--- src/rtl/bet_entry_if.sv ---
// ============================================================================
// Module   : bet_entry_if
// Brief    : Bet-entry bundle between the keyboard/sensor front end and the
//            bet table owner.
// Revision : 1.0
// ============================================================================
`default_nettype none

interface bet_entry_if #(
  parameter int MAX_BETS = 12
);
  logic                    rx_valid;
  logic [7:0]              rx_byte;
  logic [5:0]              bet_opcode;
  logic [2:0]              chip_color;
  logic                    round_done;
  logic [8*MAX_BETS-1:0]   bet_table;
  logic [3:0]              bet_count;
  logic                    table_full;
  logic                    spin_req;
  logic                    reject_pulse;

  modport master (
    output rx_valid, rx_byte, bet_opcode, chip_color, round_done,
    input  bet_table, bet_count, table_full, spin_req, reject_pulse
  );

  modport slave (
    input  rx_valid, rx_byte, bet_opcode, chip_color, round_done,
    output bet_table, bet_count, table_full, spin_req, reject_pulse
  );
endinterface

`default_nettype wire

--- src/rtl/bet_entry_fsm.sv ---
// ============================================================================
// Module   : bet_entry_fsm
// Brief    : Records one roulette bet per physical keypress into a packed
//            table, raises a spin request on commit, clears on round end.
// Revision : 1.0
// ============================================================================
`default_nettype none

module bet_entry_fsm #(
  parameter int MAX_BETS = 12
) (
  input  wire logic      clock,
  input  wire logic      reset,
  bet_entry_if.slave     bus
);

  localparam logic [7:0] C_EXT_PREFIX = 8'hE0;
  localparam logic [7:0] C_BRK_PREFIX = 8'hF0;
  localparam logic [5:0] C_OP_NONE    = 6'b111111;
  localparam logic [5:0] C_OP_SPIN    = 6'b111110;
  localparam logic [3:0] C_MAX        = 4'(MAX_BETS);

  typedef enum logic [0:0] {
    S_OPEN   = 1'b0,
    S_LOCKED = 1'b1
  } state_t;

  state_t                r_state,      w_state_nxt;
  logic [8*MAX_BETS-1:0] r_table,      w_table_nxt;
  logic [3:0]            r_count,      w_count_nxt;
  logic                  r_full,       w_full_nxt;
  logic                  r_reject,     w_reject_nxt;
  logic                  r_brk_pend,   w_brk_pend_nxt;
  logic                  r_held_valid, w_held_valid_nxt;
  logic [7:0]            r_held_byte,  w_held_byte_nxt;

  // Byte classification, in priority order
  logic w_is_ext;
  logic w_is_brk_prefix;
  logic w_is_break;
  logic w_is_repeat;
  logic w_is_make;

  always_comb begin
    w_is_ext        = (bus.rx_byte == C_EXT_PREFIX);
    w_is_brk_prefix = !w_is_ext && (bus.rx_byte == C_BRK_PREFIX);
    w_is_break      = !w_is_ext && !w_is_brk_prefix && r_brk_pend;
    w_is_repeat     = !w_is_ext && !w_is_brk_prefix && !r_brk_pend &&
                      r_held_valid && (bus.rx_byte == r_held_byte);
    w_is_make       = !w_is_ext && !w_is_brk_prefix && !w_is_break && !w_is_repeat;
  end

  // Bet-action decode for a make code seen while the table is open
  logic w_is_spin;
  logic w_spin_ok;
  logic w_bet_bad;

  always_comb begin
    w_is_spin = (bus.bet_opcode == C_OP_SPIN);
    w_spin_ok = w_is_spin && (r_count != 4'd0);
    w_bet_bad = (bus.bet_opcode == C_OP_NONE) || (bus.chip_color == 3'b000) || r_full;
  end

  always_comb begin
    w_state_nxt      = r_state;
    w_table_nxt      = r_table;
    w_count_nxt      = r_count;
    w_reject_nxt     = 1'b0;
    w_brk_pend_nxt   = r_brk_pend;
    w_held_valid_nxt = r_held_valid;
    w_held_byte_nxt  = r_held_byte;

    if (bus.round_done) begin
      // Settlement overrides any byte arriving in the same cycle
      w_state_nxt      = S_OPEN;
      w_table_nxt      = '0;
      w_count_nxt      = 4'd0;
      w_brk_pend_nxt   = 1'b0;
      w_held_valid_nxt = 1'b0;
    end else if (bus.rx_valid) begin
      if (w_is_brk_prefix) begin
        w_brk_pend_nxt = 1'b1;
      end else if (w_is_break) begin
        w_brk_pend_nxt = 1'b0;
        if (bus.rx_byte == r_held_byte) begin
          w_held_valid_nxt = 1'b0;
        end
      end else if (w_is_make) begin
        w_held_byte_nxt  = bus.rx_byte;
        w_held_valid_nxt = 1'b1;
        if (r_state == S_OPEN) begin
          if (w_is_spin) begin
            if (w_spin_ok) begin
              w_state_nxt = S_LOCKED;
            end else begin
              w_reject_nxt = 1'b1;
            end
          end else if (w_bet_bad) begin
            w_reject_nxt = 1'b1;
          end else begin
            for (int i = 0; i < MAX_BETS; i++) begin
              if (r_count == 4'(i)) begin
                w_table_nxt[8*i +: 8] = {bus.chip_color[1:0], bus.bet_opcode};
              end
            end
            w_count_nxt = r_count + 4'd1;
          end
        end
      end
    end

    w_full_nxt = (w_count_nxt == C_MAX);
  end

  always_ff @(posedge clock) begin
    if (reset) begin
      r_state      <= S_OPEN;
      r_table      <= '0;
      r_count      <= 4'd0;
      r_full       <= 1'b0;
      r_reject     <= 1'b0;
      r_brk_pend   <= 1'b0;
      r_held_valid <= 1'b0;
      r_held_byte  <= 8'h00;
    end else begin
      r_state      <= w_state_nxt;
      r_table      <= w_table_nxt;
      r_count      <= w_count_nxt;
      r_full       <= w_full_nxt;
      r_reject     <= w_reject_nxt;
      r_brk_pend   <= w_brk_pend_nxt;
      r_held_valid <= w_held_valid_nxt;
      r_held_byte  <= w_held_byte_nxt;
    end
  end

  assign bus.bet_table    = r_table;
  assign bus.bet_count    = r_count;
  assign bus.table_full   = r_full;
  assign bus.spin_req     = (r_state == S_LOCKED);
  assign bus.reject_pulse = r_reject;

endmodule

`default_nettype wire

--- src/flat_wrapper.sv ---
// flat-port wrapper written by rule: the top's interface ports become plain ports
module bet_entry_fsm_flat 
#(
  parameter int MAX_BETS = 12
)
  (clock, reset, bus_rx_valid, bus_rx_byte, bus_bet_opcode, bus_chip_color, bus_round_done, bus_bet_table, bus_bet_count, bus_table_full, bus_spin_req, bus_reject_pulse);
  bet_entry_if #(.MAX_BETS(MAX_BETS)) bus_i ();
  input  wire logic clock;
  input  wire logic reset;
  input wire logic [$bits(bus_i.rx_valid)-1:0] bus_rx_valid;
  input wire logic [$bits(bus_i.rx_byte)-1:0] bus_rx_byte;
  input wire logic [$bits(bus_i.bet_opcode)-1:0] bus_bet_opcode;
  input wire logic [$bits(bus_i.chip_color)-1:0] bus_chip_color;
  input wire logic [$bits(bus_i.round_done)-1:0] bus_round_done;
  output wire logic [$bits(bus_i.bet_table)-1:0] bus_bet_table;
  output wire logic [$bits(bus_i.bet_count)-1:0] bus_bet_count;
  output wire logic [$bits(bus_i.table_full)-1:0] bus_table_full;
  output wire logic [$bits(bus_i.spin_req)-1:0] bus_spin_req;
  output wire logic [$bits(bus_i.reject_pulse)-1:0] bus_reject_pulse;
  assign bus_i.rx_valid = bus_rx_valid;
  assign bus_i.rx_byte = bus_rx_byte;
  assign bus_i.bet_opcode = bus_bet_opcode;
  assign bus_i.chip_color = bus_chip_color;
  assign bus_i.round_done = bus_round_done;
  assign bus_bet_table = bus_i.bet_table;
  assign bus_bet_count = bus_i.bet_count;
  assign bus_table_full = bus_i.table_full;
  assign bus_spin_req = bus_i.spin_req;
  assign bus_reject_pulse = bus_i.reject_pulse;
  bet_entry_fsm #(.MAX_BETS(MAX_BETS)) u_core (.clock(clock), .reset(reset), .bus(bus_i));
endmodule
--- config.mk ---
export PLATFORM = sky130hd
export DESIGN_NAME = bet_entry_fsm_flat
export DESIGN_NICKNAME = d
export VERILOG_FILES = /design/src/rtl/bet_entry_if.sv /design/src/rtl/bet_entry_fsm.sv /design/src/flat_wrapper.sv
export SDC_FILE = /design/constraint.sdc
export NUM_CORES = 1
export LEC_CHECK = 0
export CORE_MARGIN = 10
export CORE_UTILIZATION = 35
export CTS_BUF_LIST = sky130_fd_sc_hd__clkbuf_16
export DETAILED_ROUTE_END_ITERATION = 10
export PLACE_DENSITY = 0.67
export SLEW_MARGIN = 20
export SYNTH_ARGS = -nofsm -noshare
export SYNTH_HDL_FRONTEND = slang
export SYNTH_SLANG_ARGS = --single-unit
--- constraint.sdc ---
create_clock -name clock -period 6.61 [get_ports clock]
set_input_delay 1.983 -clock clock [delete_from_list [all_inputs] [get_ports clock]]
set_output_delay 1.983 -clock clock [all_outputs]
set_load 0.02 [all_outputs]
==> summary.json, run 1 <==
{
  "run_status": "complete, no violations",
  "tightest_slew_ns": 1.00,
  "clock_pin_slew_of_the_registers_on_the_worst_case_setup_and_hold_paths_ns": 0.05,
  "die_height_microns": 135,
  "yosys_register_bits": 113,
  "rsz0062_at_grt": "false",
  "hpwl_microns": 10200,
  "final-setup-viol-count": 0,
  "critical_path.n_buffers_inverters": 1,
  "cp.arrival_ns": 4.95,
  "ios": 124,
  "cts.htree.levels": 4,
  "switching_share_pct": 21.1,
  "layout.core_utilization_pct": 51.5,
  "share_comb_of_total_power_pct": 4.9,
  "design.core.area_sq_mm": 0.0128,
  "fp.dieW_microns": 135,
  "mostFrequentLayoutCell": "clkdlybuf4s50_1",
  "synth.lib_cells_used.distinct": 41,
  "grt_antenna_before_repair": 0,
  "worst_path_max_delay_cell": "nor2_1",
  "fillCellCount": 1156,
  "max_freq_mhz": 216,
  "power.share.clock_pct": 55.4,
  "setup.worst_path.start_class": "primary input",
  "synthDominantAreaCellType": "dfxtp_1",
  "post_cts_resized": 0,
  "drt_drc_violations_left": 0,
  "drt_first_pass_iters": 4,
  "critical_path_class": "in -> reg",
  "initial_util_pct": 36.3,
  "grt-ovfl-total": 0,
  "worst_path_dominant_cell_family": "simple AND/OR/NAND/NOR gates",
  "synth_compound_area_share_pct": 10.1,
  "post_drt_via_cell_ratio": 5.27,
  "yosysTopAreaCellShare_pct": 48.8,
  "drt-total-wl_microns": 14400,
  "slew_headroom_pct": 33.2,
  "worstPathMaxFanout": 15,
  "max_stage_delay_ns": 0.75,
  "leakage_power_of_the_design_nw": 2.59,
  "final_layout_size_suffix_gt1_share_pct": 6.65,
  "route.detailed.wl_per_inst_microns": 18.2,
  "max_vdd_drop_v": 0.000199,
  "post_synth_main_area_contributors": "dfxtp_1 49%, mux2i_1 16%, nand2_1 6.6%",
  "numPortBuffers": 123,
  "p_seq_share_pct": 39.6,
  "worst_ep_required_time_ns": 6.94,
  "register_area_sq_mm": 0.00226,
  "syn_warnings": 0,
  "multi_input_gate_area_sq_mm": 0.00222,
  "synth_adder_area_share_pct": 1.08,
  "end_kind": "flop",
  "fin_crit_sh_pct": 69.9,
  "post_synth_net_total": 519,
  "cts_hold_buf": 0,
  "synth_simple_gate_area_share_pct": 19.1,
  "vias": 4159,
  "tritoncts.num_buffers": 17,
  "synth_top_family_by_area": "simple AND/OR/NAND/NOR gates",
  "post_cts_buffers": 0,
  "layout.cells.most_common_list": "123 x clkdlybuf4s50_1, 113 x dfxtp_1, 81 x nand2_1",
  "multiplexer_share_of_the_synthesized_area_pct": 15.8,
  "area_growth_pct": 42.1,
  "ant_nets": 0,
  "fin_nets": 629,
  "seq_total_area_yosys_pct": 48.8,
  "antenna_cells_inserted": 0,
  "tns_ns": 0,
  "setup_ws_ns": 1.99,
  "maxCapViolCount": 0,
  "cell_rows": 41,
  "gp_congestion": 0.816,
  "min_path_type": "reg -> reg",
  "power_spent_charging_and_discharging_nets_w": 0.000367,
  "detail_route.iter0.violations": 276,
  "avgSynthCellArea_sq_um": 9.38,
  "power.density_mw_per_mm2": 265,
  "maximum_number_of_pins_on_one_net_before_global_route_repair": 75,
  "clock-sinks": 113,
  "cts-root-to-sink-buffers": 2,
  "cts_root_buffer": "clkbuf_16",
  "post_synth_instance_area_sq_mm": 0.00463,
  "power_report.internal_total_w": 0.00138,
  "tritoncts_clock_tree": "built",
  "wire_length_of_the_first_global_routing_pass_microns": 22600,
  "place_worst_setup_slack_ns": 1.67,
  "timing_hold_violations_final": 0,
  "clock_latency_at_the_later_pin_of_the_worst_skew_pair_ns": 0.42,
  "finalWorstPathRequiredPeriod_ns": 4.62,
  "finalMaxSlewViolations": 0,
  "die_area_sq_mm": 0.0182,
  "timing.critical_path.cells": "clkdlybuf4s50_1, and3_1, a31o_1, nor2_1, nand4_1, mux2i_1",
  "synth_xor_xnor_area_share_pct": 1.70,
  "first_global_vias": 4091,
  "fin_worst_skew_ns": 0.00535,
  "post_synth_inst_count": 494,
  "grt_usage_pct": 15.9
}
-- worst paths after layout --
path | slack, ns | depth (start not counted) | start | endpoint
setup / recovery | 1.99 | 6 | bus_bet_opcode[3] | u_core.bus.bet_table[12]
hold / removal | 0.46 | 2 | u_core.bus.bet_table[28] | u_core.bus.bet_table[28]
setup reg to reg | 4.01 | 4 | u_core.bus.spin_req | u_core.bus.bet_table[12]
hold reg to reg | 0.46 | 2 | u_core.bus.bet_table[28] | u_core.bus.bet_table[28]
-- final cells by class --
class                   count  area share, %
clock inverters            15           3.02
well taps                 172           3.27
repair buffers            125           18.9
flip-flops and latches    113           34.4
multi-input cells         344           33.8
inverters                   3          0.171
clock buffers              17           6.46
-- sequential cells by signal, summed over array words and instances, names as in the netlist --
name	cells
u_core.r_held_byte	8
u_core.bus.bet_count	4
u_core.r_held_valid	1
u_core.bus.spin_req	1
u_core.r_brk_pend	1
u_core.bus.bet_table	96
u_core.bus.reject_pulse	1
u_core.bus.table_full	1
-- synthesized netlist by cell type, drive strengths merged --
cell    instances
o211ai          1
xor2            8
nand4           6
or3             1
ha              4
xnor2           1
nor4            7
o21bai          1
nor3            4
o21ai          36
nor4b           1
and4            3
nand2          81
a211oi          1
and3            4
or4             5
clkbuf         27
mux2i          73
a31oi           2
a31o            2
nor3b           2
or2             3
dfxtp         113
nand2b          1
a311oi          1
inv             3
nand4b          1
a21oi          38
nor2           13
nor2b           4
buf             7
a41o            2
nand3          38
-- logic make-up (layout without fill, tap and decap cells) --
group | count (synthesis) | in the layout
buf+inv | 37 | 160
flops | 113 | 113
xor+xnor | 9 | 9
mux | 73 | 73
simple gates | 174 | 174
fa+ha+maj | 4 | 4
compound gates | 84 | 84
-- power groups by stage --
stage               logic (W)  registers (W)  clock network (W)
floorplan           0.0000456       0.000708                  0
global placement    0.0000839       0.000705                  0
detailed placement  0.0000857       0.000706                  0
CTS                 0.0000861       0.000691           0.000986
global route        0.0000931       0.000692            0.00102
finish              0.0000858       0.000692           0.000967
-- stage by stage --
step	cell area, sq um	cells	total power [W]	hold WS [ns]
finish	6580	789	0.00174	0.459
global route	6580	789	0.00181	0.482
CTS	6580	789	0.00176	0.463
detailed placement	5950	757	0.000791	0.450
global placement	5950	757	0.000789	0.443
floorplan	4630	494	0.000754	0.481
-- worst min-delay path: cells and delay by family, from the launching register on --
family	cells	cell delay, ns
muxes	1	0.05
DFF	1	0.30
and+or+nand+nor	1	0.05
-- per-layer routing --
layer  wire, microns  share of wire (%)  GRT usage (%)  up-vias
met2            7180                 50           26.3      145
met3            1020                7.1           5.93       20
li1                -                  -              -     1964
met5               0                  0              0        -
met1            5950                 41           18.3     2030
met4             250                1.7           6.04        0
Power figures use the tool's default switching activity.
==> run 2, diff against run 1 <==
- clock period: 6.61 -> 4.6 ns (I/O delays scaled with it)
==> run 2 against run 1 <==
  * Routed wire length is 0.12% lower
  * Clock power rose by 24%
  * Die area unchanged
  * Global-route usage shrank 0.33 points
  * Non-clock buffer count rose by 4
==> summary.json, run 2 (synthesis results as in run 1) <==
{
  "max_vdd_drop_v": 0.000219,
  "cp.arrival_ns": 3.87,
  "max_stage_delay_ns": 0.57,
  "worst_path_dominant_cell_family": "simple AND/OR/NAND/NOR gates",
  "detail_route.iter0.violations": 267,
  "clock-sinks": 113,
  "fin_nets": 633,
  "finalWorstPathRequiredPeriod_ns": 3.54,
  "final_layout_size_suffix_gt1_share_pct": 6.62,
  "worst_ep_required_time_ns": 4.93,
  "tritoncts_clock_tree": "built",
  "reg2regPathDepth": 6,
  "grt_usage_pct": 15.6,
  "fp.dieW_microns": 135,
  "reg2reg_from": "u_core.r_brk_pend",
  "clock_latency_at_the_later_pin_of_the_worst_skew_pair_ns": 0.41,
  "grt_antenna_before_repair": 0,
  "cts.htree.levels": 4,
  "crit-reg2reg-capture": "u_core.bus.bet_table[10]",
  "die_area_sq_mm": 0.0182,
  "count_of_placed_standard_cells_in_the_final_layout_fillers_left_out": 791,
  "die_height_microns": 135,
  "route.detailed.wl_per_inst_microns": 18.2,
  "layout.cells.most_common_list": "123 x clkdlybuf4s50_1, 113 x dfxtp_1, 81 x nand2_1",
  "ant_nets": 0,
  "design.core.area_sq_mm": 0.0128,
  "gp_congestion": 0.811,
  "initial_util_pct": 36.3,
  "slew_headroom_pct": 49.0,
  "drt-total-wl_microns": 14400,
  "post_drt_via_cell_ratio": 5.12,
  "timing_hold_violations_final": 0,
  "hold_path_depth": 2,
  "rsz0062_at_grt": "false",
  "mostFrequentLayoutCell": "clkdlybuf4s50_1",
  "use_met1_pct": 17.8,
  "worst_path_max_delay_cell": "a41o_1",
  "cell_rows": 41,
  "critical_path_class": "in -> reg",
  "final-setup-viol-count": 0,
  "tightest_slew_ns": 0.759,
  "grt.met2_usage_pct": 25.0,
  "maximum_number_of_pins_on_one_net_before_global_route_repair": 41,
  "antenna_cells_inserted": 0,
  "end_kind": "flop",
  "first_global_vias": 4087,
  "maxCapViolCount": 0,
  "critPathLaunch": "bus_rx_byte[0]",
  "post_cts_resized": 0,
  "finalMaxSlewViolations": 0,
  "clock_pin_slew_of_the_registers_on_the_worst_case_setup_and_hold_paths_ns": 0.05,
  "fin_crit_sh_pct": 77.0,
  "tns_ns": 0,
  "wire_length_of_the_first_global_routing_pass_microns": 22500,
  "fin_worst_skew_ns": 0.00746,
  "critical_path.n_buffers_inverters": 2,
  "max_freq_mhz": 282,
  "tritoncts.num_buffers": 17,
  "run_status": "complete, no violations",
  "ios": 124,
  "timing.critical_path.cells": "clkdlybuf4s50_1, nor4b_1, a41o_1, a31oi_1, buf_4, nand4_1, mux2i_1",
  "hpwl_microns": 10100,
  "setup.worst_path.start_class": "primary input",
  "cts_hold_buf": 0,
  "drt_drc_violations_left": 0,
  "area_growth_pct": 40.7,
  "numPortBuffers": 123,
  "min_path_type": "reg -> reg",
  "drt_first_pass_iters": 4,
  "grt-ovfl-total": 0,
  "worstPathMaxFanout": 16,
  "worstHoldStart": "u_core.bus.bet_table[14]",
  "cts-root-to-sink-buffers": 2,
  "worstHoldEndpoint": "u_core.bus.bet_table[14]",
  "post-place-cells": 761,
  "r2r_slack_ns": 2.45,
  "grt_busiest_layer": "met2",
  "vias": 4049,
  "cts_root_buffer": "clkbuf_16",
  "leakage_power_of_the_design_nw": 2.57,
  "largest_register_ff_count": 96,
  "global_route.usage.met3_pct": 6.16,
  "power.density_mw_per_mm2": 356,
  "post_cts_buffers": 0
}
run 2: changes by cell type in the layout (fill, tap and decap cells not counted), sizes merged:
cell	before	now
buf	2	6
bufinv	5	2
inv	7	8
run 2: report_power, final:
| group | total (W) | internal, W | switching, W |
|---|---|---|---|
| combinational | 0.000126 | 0.0000463 | 0.0000799 |
| clock | 0.00120 | 0.000770 | 0.000428 |
| sequential | 0.000994 | 0.000988 | 0.00000588 |
| total | 0.00232 | 0.00180 | 0.000514 |
run 2: tightest hold or removal path: cells and delay by family (launching register included):
| kind | cells | cell delay [ns] |
|---|---|---|
| flip-flops | 1 | 0.30 |
| multiplexers | 1 | 0.05 |
| AND/OR/NAND/NOR | 1 | 0.05 |
run 2: metal layers:
metal,wire (microns),vias up
met5,0,-
met4,359,0
met3,1110,29
met2,6920,140
met1,5980,1910
li1,-,1970
run 2: area by class of cell:
class	count	area, sq um
sequential	113	2260
clock buffer	17	425
clock inverter	13	109
fill	1153	6250
timing repair buffer	129	1280
inverter	3	11.3
tap	172	215
multi-input combinational	344	2220
run 2: per-stage QoR:
step	cell area (sq um)	worst slack (ns)	total power [W]	utilization [%]	hold slack, ns
4_1_cts	6520	1.04	0.00234	51.0	0.461
5_1_grt	6520	0.891	0.00239	51.0	0.478
6_report	6520	1.06	0.00232	51.0	0.460
2_1_floorplan	4630	1.54	0.00108	-	0.481
3_5_place_dp	5980	0.657	0.00114	46.9	0.451
3_3_place_gp	5980	0.710	0.00114	46.9	0.446
run 2: how the worst max path moves through the flow:
stage,endpoint,cells after the start,slack [ns]
after floorplan,u_core.bus.bet_table[64],7,1.54
after global placement,u_core.bus.bet_table[13],7,0.71
after detailed placement,u_core.bus.bet_table[28],7,0.66
after CTS,u_core.bus.bet_table[10],7,1.04
after global routing,u_core.bus.bet_table[10],7,0.89
final,u_core.bus.bet_table[10],7,1.06
